==> src/rtl/bit_serial_pkg.sv <==
// Shared definitions for the bit-serial adder: controller states and default width.
package bit_serial_pkg;

   localparam int DEFAULT_WIDTH = 8;

   typedef enum logic [1:0] {
      IDLE = 2'd0,
      RUN  = 2'd1,
      DONE = 2'd2
   } state_t;

endpackage

==> src/rtl/full_adder.sv <==
// One-bit full adder composed of two half adders and an OR for the carry.
module full_adder (
   input  logic a,
   input  logic b,
   input  logic cin,
   output logic sum,
   output logic cout
);

   logic s1;
   logic c1;
   logic c2;

   half_adder u_ha0 (
      .a   (a),
      .b   (b),
      .sum (s1),
      .cout(c1)
   );

   half_adder u_ha1 (
      .a   (s1),
      .b   (cin),
      .sum (sum),
      .cout(c2)
   );

   assign cout = c1 | c2;

endmodule

module half_adder (
   input  logic a,
   input  logic b,
   output logic sum,
   output logic cout
);

   assign sum  = a ^ b;
   assign cout = a & b;

endmodule

==> src/rtl/bit_serial_add_ctrl.sv <==
// Bit-serial adder: accepts one operand set, adds it LSB first over WIDTH cycles
// through a single full adder, then holds {cout,sum} until the consumer takes it.
module bit_serial_add_ctrl
   import bit_serial_pkg::*;
#(
   parameter int WIDTH = DEFAULT_WIDTH
) (
   input  logic             clk_i,
   input  logic             rst_i,
   input  logic             in_valid_i,
   output logic             in_ready_o,
   input  logic [WIDTH-1:0] a_i,
   input  logic [WIDTH-1:0] b_i,
   input  logic             cin_i,
   output logic             out_valid_o,
   input  logic             out_ready_i,
   output logic [WIDTH-1:0] sum_o,
   output logic             cout_o,
   output logic             busy_o
);

   localparam int CNT_W = $clog2(WIDTH + 1);
   localparam logic [CNT_W-1:0] LAST_BIT = CNT_W'(WIDTH - 1);

   state_t           state_reg;
   logic [WIDTH-1:0] a_reg;
   logic [WIDTH-1:0] b_reg;
   logic [WIDTH-1:0] res_reg;
   logic [WIDTH-1:0] res_next;
   logic             carry_reg;
   logic [CNT_W-1:0] cnt_reg;
   logic             fa_sum;
   logic             fa_cout;

   full_adder u_fa (
      .a   (a_reg[0]),
      .b   (b_reg[0]),
      .cin (carry_reg),
      .sum (fa_sum),
      .cout(fa_cout)
   );

   // Each new sum bit enters at the MSB so that after WIDTH shifts bit 0 lands at LSB.
   always_comb begin
      res_next            = res_reg >> 1;
      res_next[WIDTH-1]   = fa_sum;
   end

   always_ff @(posedge clk_i) begin
      if (rst_i) begin
         state_reg <= IDLE;
         a_reg     <= '0;
         b_reg     <= '0;
         res_reg   <= '0;
         carry_reg <= 1'b0;
         cnt_reg   <= '0;
      end else begin
         case (state_reg)
            IDLE: begin
               if (in_valid_i) begin
                  a_reg     <= a_i;
                  b_reg     <= b_i;
                  carry_reg <= cin_i;
                  cnt_reg   <= '0;
                  state_reg <= RUN;
               end
            end
            RUN: begin
               a_reg     <= a_reg >> 1;
               b_reg     <= b_reg >> 1;
               res_reg   <= res_next;
               carry_reg <= fa_cout;
               cnt_reg   <= cnt_reg + 1'b1;
               if (cnt_reg == LAST_BIT) begin
                  state_reg <= DONE;
               end
            end
            DONE: begin
               if (out_ready_i) begin
                  state_reg <= IDLE;
               end
            end
            default: state_reg <= IDLE;
         endcase
      end
   end

   assign in_ready_o  = (state_reg == IDLE);
   assign out_valid_o = (state_reg == DONE);
   assign busy_o      = (state_reg != IDLE);
   assign sum_o       = res_reg;
   assign cout_o      = carry_reg;

endmodule
==> config.mk <==
export PLATFORM = sky130hd
export DESIGN_NAME = bit_serial_add_ctrl
export DESIGN_NICKNAME = d
export VERILOG_FILES = /design/src/rtl/bit_serial_pkg.sv /design/src/rtl/full_adder.sv /design/src/rtl/bit_serial_add_ctrl.sv
export SDC_FILE = /design/constraint.sdc
export NUM_CORES = 1
export LEC_CHECK = 0
export BUFFER_PORTS_ARGS = -buffer_cell sky130_fd_sc_hd__buf_2
export CAP_MARGIN = 10
export CORE_MARGIN = 5
export CORE_UTILIZATION = 43
export CTS_BUF_LIST = sky130_fd_sc_hd__clkbuf_16
export CTS_CLUSTER_SIZE = 10
export DETAILED_ROUTE_END_ITERATION = 7
export HOLD_SLACK_MARGIN = 0.1
export PLACE_DENSITY_LB_ADDON = 0.2
export SKIP_LAST_GASP = 1
export SYNTH_ARGS = -nofsm -noshare
export SYNTH_HDL_FRONTEND = slang
export SYNTH_SLANG_ARGS = --single-unit
export TNS_END_PERCENT = 30
==> constraint.sdc <==
create_clock -name clk_i -period 1.2 [get_ports clk_i]
set_clock_uncertainty 0.15 [all_clocks]
set_input_delay 0.06 -clock clk_i [delete_from_list [all_inputs] [get_ports clk_i]]
set_output_delay 0.06 -clock clk_i [all_outputs]
set_load 0.005 [all_outputs]
==> metrics.txt, run 1 <==
synth top area cells=dfxtp_1, a211oi_2, nor2_1, o2bb2ai_1, nand2_1; R2R setup slack=-0.1 ns; Die Width=67.4 um; Gate power share=16.4%; final setup vio count=31; critical path class=flip-flop to flip-flop; fraction of the cycle the final worst path needs=108%; initial core utilization=45.7%; Clock Latency Late Sink=0.27 ns; worst hold stages=3; CTS Buf Count=5; Avg Vias per Cell=5.03; Cell Int Power=2.06 mW; CTS HTree Levels=2; Cell Chain, Critical Path=buf_6 > clkinvlp_4 > o2bb2ai_1 > a211oi_2; Clk pwr share=41.8%; buffer and inverter count on the worst path=2; CTS sink cnt=31; Hold Crit Class=input pin to flip-flop; CP Max Fanout=7; routed vias=1334; first-pass GRT wire length=6290 um; 1st-iter DRT viols=99; cell count after synthesis=154; failing checks=negative setup slack; Synth Area in Adders=2.29%; CP Launch Type=flip-flop; Port Buf Inserts=32; # fillers=264; Synth Flop Type=dfxtp_1; Worst EP required=1.20 ns; commonest cells in the netlist=dfxtp_1, nor2_1, nand2_1; final instance area=2150 um^2; Reg power frac=41.8%; share of the synthesized area in the top cell type=43.7%; hold path endpoint=state_reg[0]; crit path max-delay cell type=dfxtp_4; Tightest Pin Transition=0.225 ns; switching part of the total power=24.1%; IO Pins=33; Min-Delay Startpoint=in_valid_i; Final Hold Fails=0; Synth async-reset ratio=0%; mux contribution to synthesized area=0.705%; RR Endpoint=a_reg[0]; antenna viol nets, final=0; final max-slew violation count=0; Peak supply drop=0.823 mV; unrepaired setup endpoints after global routing=true; total gr overflow=0; Tot GR Track Use=18.5%; Post-Place Cells=234; Slew headroom=85.0%; initial antenna violation count=0; simple-gate share of the synthesized area=18.5%; critical path's largest stage delay=0.38 ns; largest net degree at the start of global routing=32; WP depth=4; placed inst area=1690 um^2; sequential fraction of the synthesis area=43.7%; number of synthesized flops with an enable pin=0; Mean Syn Cell Area=9.21 um^2; DRT Pass-1 Iters=4; Worst R2R Start=state_reg[0]; antenna cell count=0; CTS max path bufs=2; clock-pin slew on the worst setup and hold paths=0.05 ns; num rows=20; slack of the critical path=-0.0973 ns; post-synthesis xor/xnor area fraction=0%; synthesis-stage register bit count=31; fmax=771 MHz; total core area=3100 um^2; Clock Root Buffer=clkbuf_16; WP data arrival=1.30 ns; DRC=0; DRT Wirelength=3770 um; final core utilization=69.4%; routed wire length per instance=14.2 um; CTS tree=done; Die Footprint=4550 um^2; compound-gate portion of the synthesized area=27.5%; vias in the first global route=1409; crit-path leading delay family=flip-flops; YS warnings=0; Finished Layout Cells=265; RD Place Congestion=0.725; Synth cell types=31; Synth area leader=dfxtp_1; shortest period the worst path allows=1.30 ns; leakage power=0.903 nW; Final HPWL DP=2330 um; status=finished with violations; count leader, synth=dfxtp_1; PwrDens=1260 nW/um^2; Tot Pwr=2.72 mW; Mapped Nets=177; largest family of logic cells by synthesized area=compound AO/OA/AOI/OAI gates; Cell Area, Synth=1420 um^2; Switch Pwr=656 uW; crit end category=flip-flop; chip height=67.4 um; Max Cap Viol=0; Worst R2R Path Depth=4; ratio of cells with drive above 1 in the final layout=42.5%; Synth-to-Final Area Change=51.8%; Final #Nets=245
-- worst register-to-register path: cells and delay by family (launching register included) --
family	cells	cell delay [ns]
compound gates	2	0.32
flops	1	0.38
buf+inv	2	0.33
-- power groups by stage --
stage	logic [mW]	clock network (mW)	registers, mW
floorplan	0.232	0	1.15
global placement	0.324	0	1.15
detailed placement	0.335	0	1.16
CTS	0.430	1.15	1.14
global route	0.484	1.20	1.14
finish	0.445	1.14	1.14
-- cell families (layout without fill, tap and decap cells) --
| logic type | count (synthesis) | in the layout |
|---|---|---|
| buf+inv | 16 | 83 |
| fa+ha+maj | 2 | 2 |
| mux | 1 | 1 |
| flops | 31 | 31 |
| compound gates | 47 | 47 |
| simple gates | 57 | 57 |
-- layer usage --
layer	up-vias	global-route usage (%)	routed length (um)	part of all wire [%]
li1	678	-	-	-
met1	619	20.0	1580	42
met2	30	33.1	1940	52
met3	7	5.82	189	5.0
met4	0	7.59	59	1.6
met5	-	0	0	0
-- timing repair --
item,in CTS,in global routing
hold buffers,19,0
cloned,2,0
setup buffers,3,2
gates resized for setup,22,6
pin swaps,6,4
endpoints found under the setup margin,33,34
hold endpoints to repair,31,0
-- how the worst max path moves through the flow --
stage            startpoint  endpoint  slack, ns
6_report       state_reg[0]  a_reg[0]       -0.1
3_3_place_gp   state_reg[0]  b_reg[4]      -0.11
5_1_grt        state_reg[0]    cout_o      -0.14
4_1_cts        state_reg[0]  a_reg[0]      -0.08
3_5_place_dp   state_reg[0]  b_reg[1]      -0.21
2_1_floorplan  state_reg[0]    cout_o      -0.06
-- through the flow --
stage / TNS [ns] / hold slack, ns / setup WS, ns
2_1_floorplan: -0.621 / -0.0120 / -0.0612
3_3_place_gp: -2.01 / 0.174 / -0.112
3_5_place_dp: -3.70 / 0.183 / -0.210
4_1_cts: -1.64 / 0.106 / -0.0794
5_1_grt: -3.37 / 0.114 / -0.142
6_report: -1.68 / 0.0851 / -0.0973
-- area by class of cell --
| class | count | area (um^2) | area share, % |
|---|---|---|---|
| inverters | 4 | 18.8 | 0.872 |
| multi-input cells | 107 | 762 | 35.4 |
| repair buffers | 72 | 553 | 25.7 |
| repair inverters | 1 | 7.51 | 0.349 |
| flip-flops and latches | 31 | 628 | 29.2 |
| clock buffers | 5 | 125 | 5.81 |
| clock inverters | 1 | 3.75 | 0.174 |
| well taps | 44 | 55.1 | 2.56 |
-- cells in the final DEF (no fill, tap or decap) --
cell type,synthesis,layout
o2bb2ai_1,8,8
a21oi_2,0,1
dfxtp_1,31,29
or3_1,1,1
o21ba_2,0,1
clkbuf_16,0,5
inv_1,4,4
o21bai_4,0,1
nand2b_2,0,1
o22ai_2,0,4
ha_1,1,1
nor3_2,0,1
a32oi_1,2,2
buf_12,1,2
nor2_1,19,18
o211a_1,1,1
a22oi_1,2,2
nor2_2,10,10
buf_4,2,12
nor2b_1,2,1
nand3_1,2,2
fa_1,1,1
a211oi_2,10,10
a31oi_1,1,1
dfxtp_4,0,2
nand2_1,18,18
mux2i_1,1,1
nor2_4,0,1
buf_2,3,33
and4b_1,1,1
a21oi_1,10,9
dlygate4sd3_1,0,19
nor3_1,2,1
o22ai_1,6,2
a211oi_1,5,5
buf_6,2,6
nand2b_4,0,1
nor2b_4,0,1
clkinvlp_4,0,2
(Power assumes the default switching activity.)
==> run 2: changes to the inputs <==
--- a/config.mk
+++ b/config.mk
@@ -5,6 +5,7 @@
 export SDC_FILE = /design/constraint.sdc
 export NUM_CORES = 1
 export LEC_CHECK = 0
+export ABC_AREA = 1
 export BUFFER_PORTS_ARGS = -buffer_cell sky130_fd_sc_hd__buf_2
 export CAP_MARGIN = 10
 export CORE_MARGIN = 5
==> constraint.sdc (replaced) <==
create_clock -name clk_i -period 1.6 [get_ports clk_i]
set_clock_uncertainty 0.15 [all_clocks]
set_input_delay 0.08 -clock clk_i [delete_from_list [all_inputs] [get_ports clk_i]]
set_output_delay 0.08 -clock clk_i [all_outputs]
set_load 0.005 [all_outputs]
==> run 2 against run 1 <==
The run now ends clean. Sequential cell count did not move. Wire length is 12% lower. Die area grew 2.8%. Sequential power is 22% lower. Non-clock buffer count shrank 15. Final area is 6.9% lower. Power down 15%. Synthesized cell count grew 36%. Clock power decreased by 9%. Clock-buffer cell count is the same. Critical path type is now flip-flop to primary output. Largest power group is now the clock network.
==> metrics.txt, run 2 <==
Reg power frac=38.4%; shortest period the worst path allows=1.43 ns; Synth Flop Type=dfxtp_1; Hold Crit Class=input pin to flip-flop; IO Pins=33; cell count after synthesis=210; Critical Path End=in_ready_o; crit path max-delay cell type=dfxtp_1; WP data arrival=1.20 ns; Clock Root Buffer=clkbuf_16; initial antenna violation count=0; Synth-to-Final Area Change=36.9%; Final HPWL DP=2230 um; compound-gate portion of the synthesized area=7.09%; DRC=0; antenna cell count=0; Die Width=68.4 um; CTS HTree Levels=2; final core utilization=60.6%; crit end category=primary output; clock-pin slew on the worst setup and hold paths=0.05 ns; R2R setup slack=0.26 ns; YS warnings=0; highest routed layer=met4; Synth cell types=18; leakage power=0.989 nW; simple-gate share of the synthesized area=37.2%; setup TNS=0 ns; CP Max Fanout=13; largest net degree at the start of global routing=19; critical path's largest stage delay=0.52 ns; Worst R2R Start=state_reg[0]; Gate power share=17.1%; Switch Pwr=577 uW; total gr overflow=0; share of the synthesized area in the top cell type=42.4%; number of synthesized flops with an enable pin=0; Tightest Pin Transition=0.523 ns; Synth area leader=dfxtp_1; sequential fraction of the synthesis area=42.4%; routed wire length per instance=10.6 um; commonest non-fill, non-tap cell in the layout=nand2_1; ratio of cells with drive above 1 in the final layout=19.9%; Max Cap Viol=0; count leader, synth=nand2_1; post-CTS resize count=0; Cell Int Power=1.74 mW; Synth Area in Adders=2.22%; # fillers=327; wire length on met3=154 um; CP startpoint=state_reg[0]; fraction of the cycle the final worst path needs=89.2%; Slew headroom=65.1%; Clock Latency Late Sink=0.27 ns; Mean Syn Cell Area=6.98 um^2; Peak supply drop=0.737 mV; Port Buf Inserts=32; Worst R2R Path Depth=7; Cell Area, Synth=1470 um^2; PwrDens=1160 nW/um^2; Mapped Nets=233; CTS tree=done; 1st-iter DRT viols=69; Final #Nets=288; chip height=68.4 um; status=finished clean; post-synthesis xor/xnor area fraction=0%; RD Place Congestion=0.739; switching part of the total power=24.8%; Met1 Wirelength=1450 um; Worst EP required=1.37 ns; commonest cells in the netlist=nand2_1, nor2_1, dfxtp_1, nand3_1, inv_1; CTS max path bufs=2; Register Area=621 um^2; DRT Wirelength=3300 um; final max-slew violation count=0; Synth async-reset ratio=0%; RR Endpoint=cnt_reg[3]; DRT Pass-1 Iters=4; CP Launch Type=flip-flop; vias in the first global route=1302; first-pass GRT wire length=5730 um; multi-input logic area=682 um^2; synthesis-stage register bit count=31; initial core utilization=44.3%; critical path class=flip-flop to primary output; CTS sink cnt=31; final setup vio count=0; Tot GR Track Use=16.7%; mux contribution to synthesized area=0%; largest family of logic cells by synthesized area=simple AND/OR/NAND/NOR gates; Avg Vias per Cell=4.50; num rows=21; fmax=700 MHz; Cell Chain, Critical Path=nor2_4 > buf_4 > buf_2; synth top area cells=dfxtp_1, nand2_1, nor2_1, nand3_1, inv_1; unrepaired setup endpoints after global routing=false; Die Footprint=4670 um^2; CTS Buf Count=5; antenna viol nets, final=0; routed wl met2=1640 um; routed vias=1403; Final Hold Fails=0; commonest cells after routing, fill and taps aside=nand2_1, nor2_1, buf_2; Clk pwr share=44.6%; total core area=3310 um^2
## run 2: cell types whose count changed after synthesis, sizes merged, moves of 6 or more
cell     previous run  this run
nand2              18        48
nand3               2        31
inv                 4        23
nor2               29        46
a211oi             15         0
o21ai               0        12
o2bb2ai             8         0
o22ai               6         0
## run 2: cells by family after synthesis
family | after synthesis
compound gates | 20
fa+ha+maj | 2
buf+inv | 32
flops | 31
simple gates | 125
## run 2: worst min path at each step
stage          startpoint  cells after the start            to
6_report       in_valid_i                      3  state_reg[0]
5_1_grt        in_valid_i                      3  state_reg[0]
4_1_cts        in_valid_i                      3  state_reg[0]
3_5_place_dp       b_i[7]                      3      b_reg[7]
3_3_place_gp       b_i[7]                      3      b_reg[7]
2_1_floorplan       rst_i                      1      b_reg[7]
## run 2: what timing repair did
| action | in CTS | in global routing |
|---|---|---|
| hold buffers | 19 | 0 |
| hold endpoints to repair | 20 | 0 |
| buffers inserted | 0 | 0 |
## run 2: final cells by class
type	instances	area share (%)
multi-input combinational	147	34.0
sequential	31	30.9
timing repair buffer	57	19.7
clock inverter	3	1.93
tap	46	2.87
inverter	23	4.30
clock buffer	5	6.24
## run 2: worst max-delay path: cells and delay by family (launching register included)
family,cells,cell delay [ns]
buffers and inverters,2,0.32
flip-flops,1,0.52
AND/OR/NAND/NOR,1,0.08
## run 2: power by group through the flow
stage | Clock [mW] | Sequential [mW] | Combinational [mW]
5_1_grt | 1.10 | 0.901 | 0.457
4_1_cts | 1.06 | 0.891 | 0.402
3_5_place_dp | 0 | 0.906 | 0.365
2_1_floorplan | 0 | 0.895 | 0.265
6_report | 1.04 | 0.891 | 0.396
3_3_place_gp | 0 | 0.906 | 0.360
## run 2: through the flow
step                hold slack [ns]  power [mW]  setup WS, ns  std cells  cell area (um^2)
floorplan                 -0.000934        1.16         0.347        210              1470
global placement              0.181        1.27         0.283        285              1650
detailed placement            0.185        1.27         0.243        285              1650
CTS                           0.164        2.35         0.165        312              2010
global route                  0.200        2.46        0.0347        312              2010
finish                        0.166        2.32         0.172        312              2010
## run 2: metal layers
| layer | up-vias | GRT usage [%] |
|---|---|---|
| met5 | - | 0 |
| met4 | 0 | 5.96 |
| met3 | 7 | 6.57 |
| met2 | 27 | 27.1 |
| met1 | 603 | 19.9 |
| li1 | 766 | - |
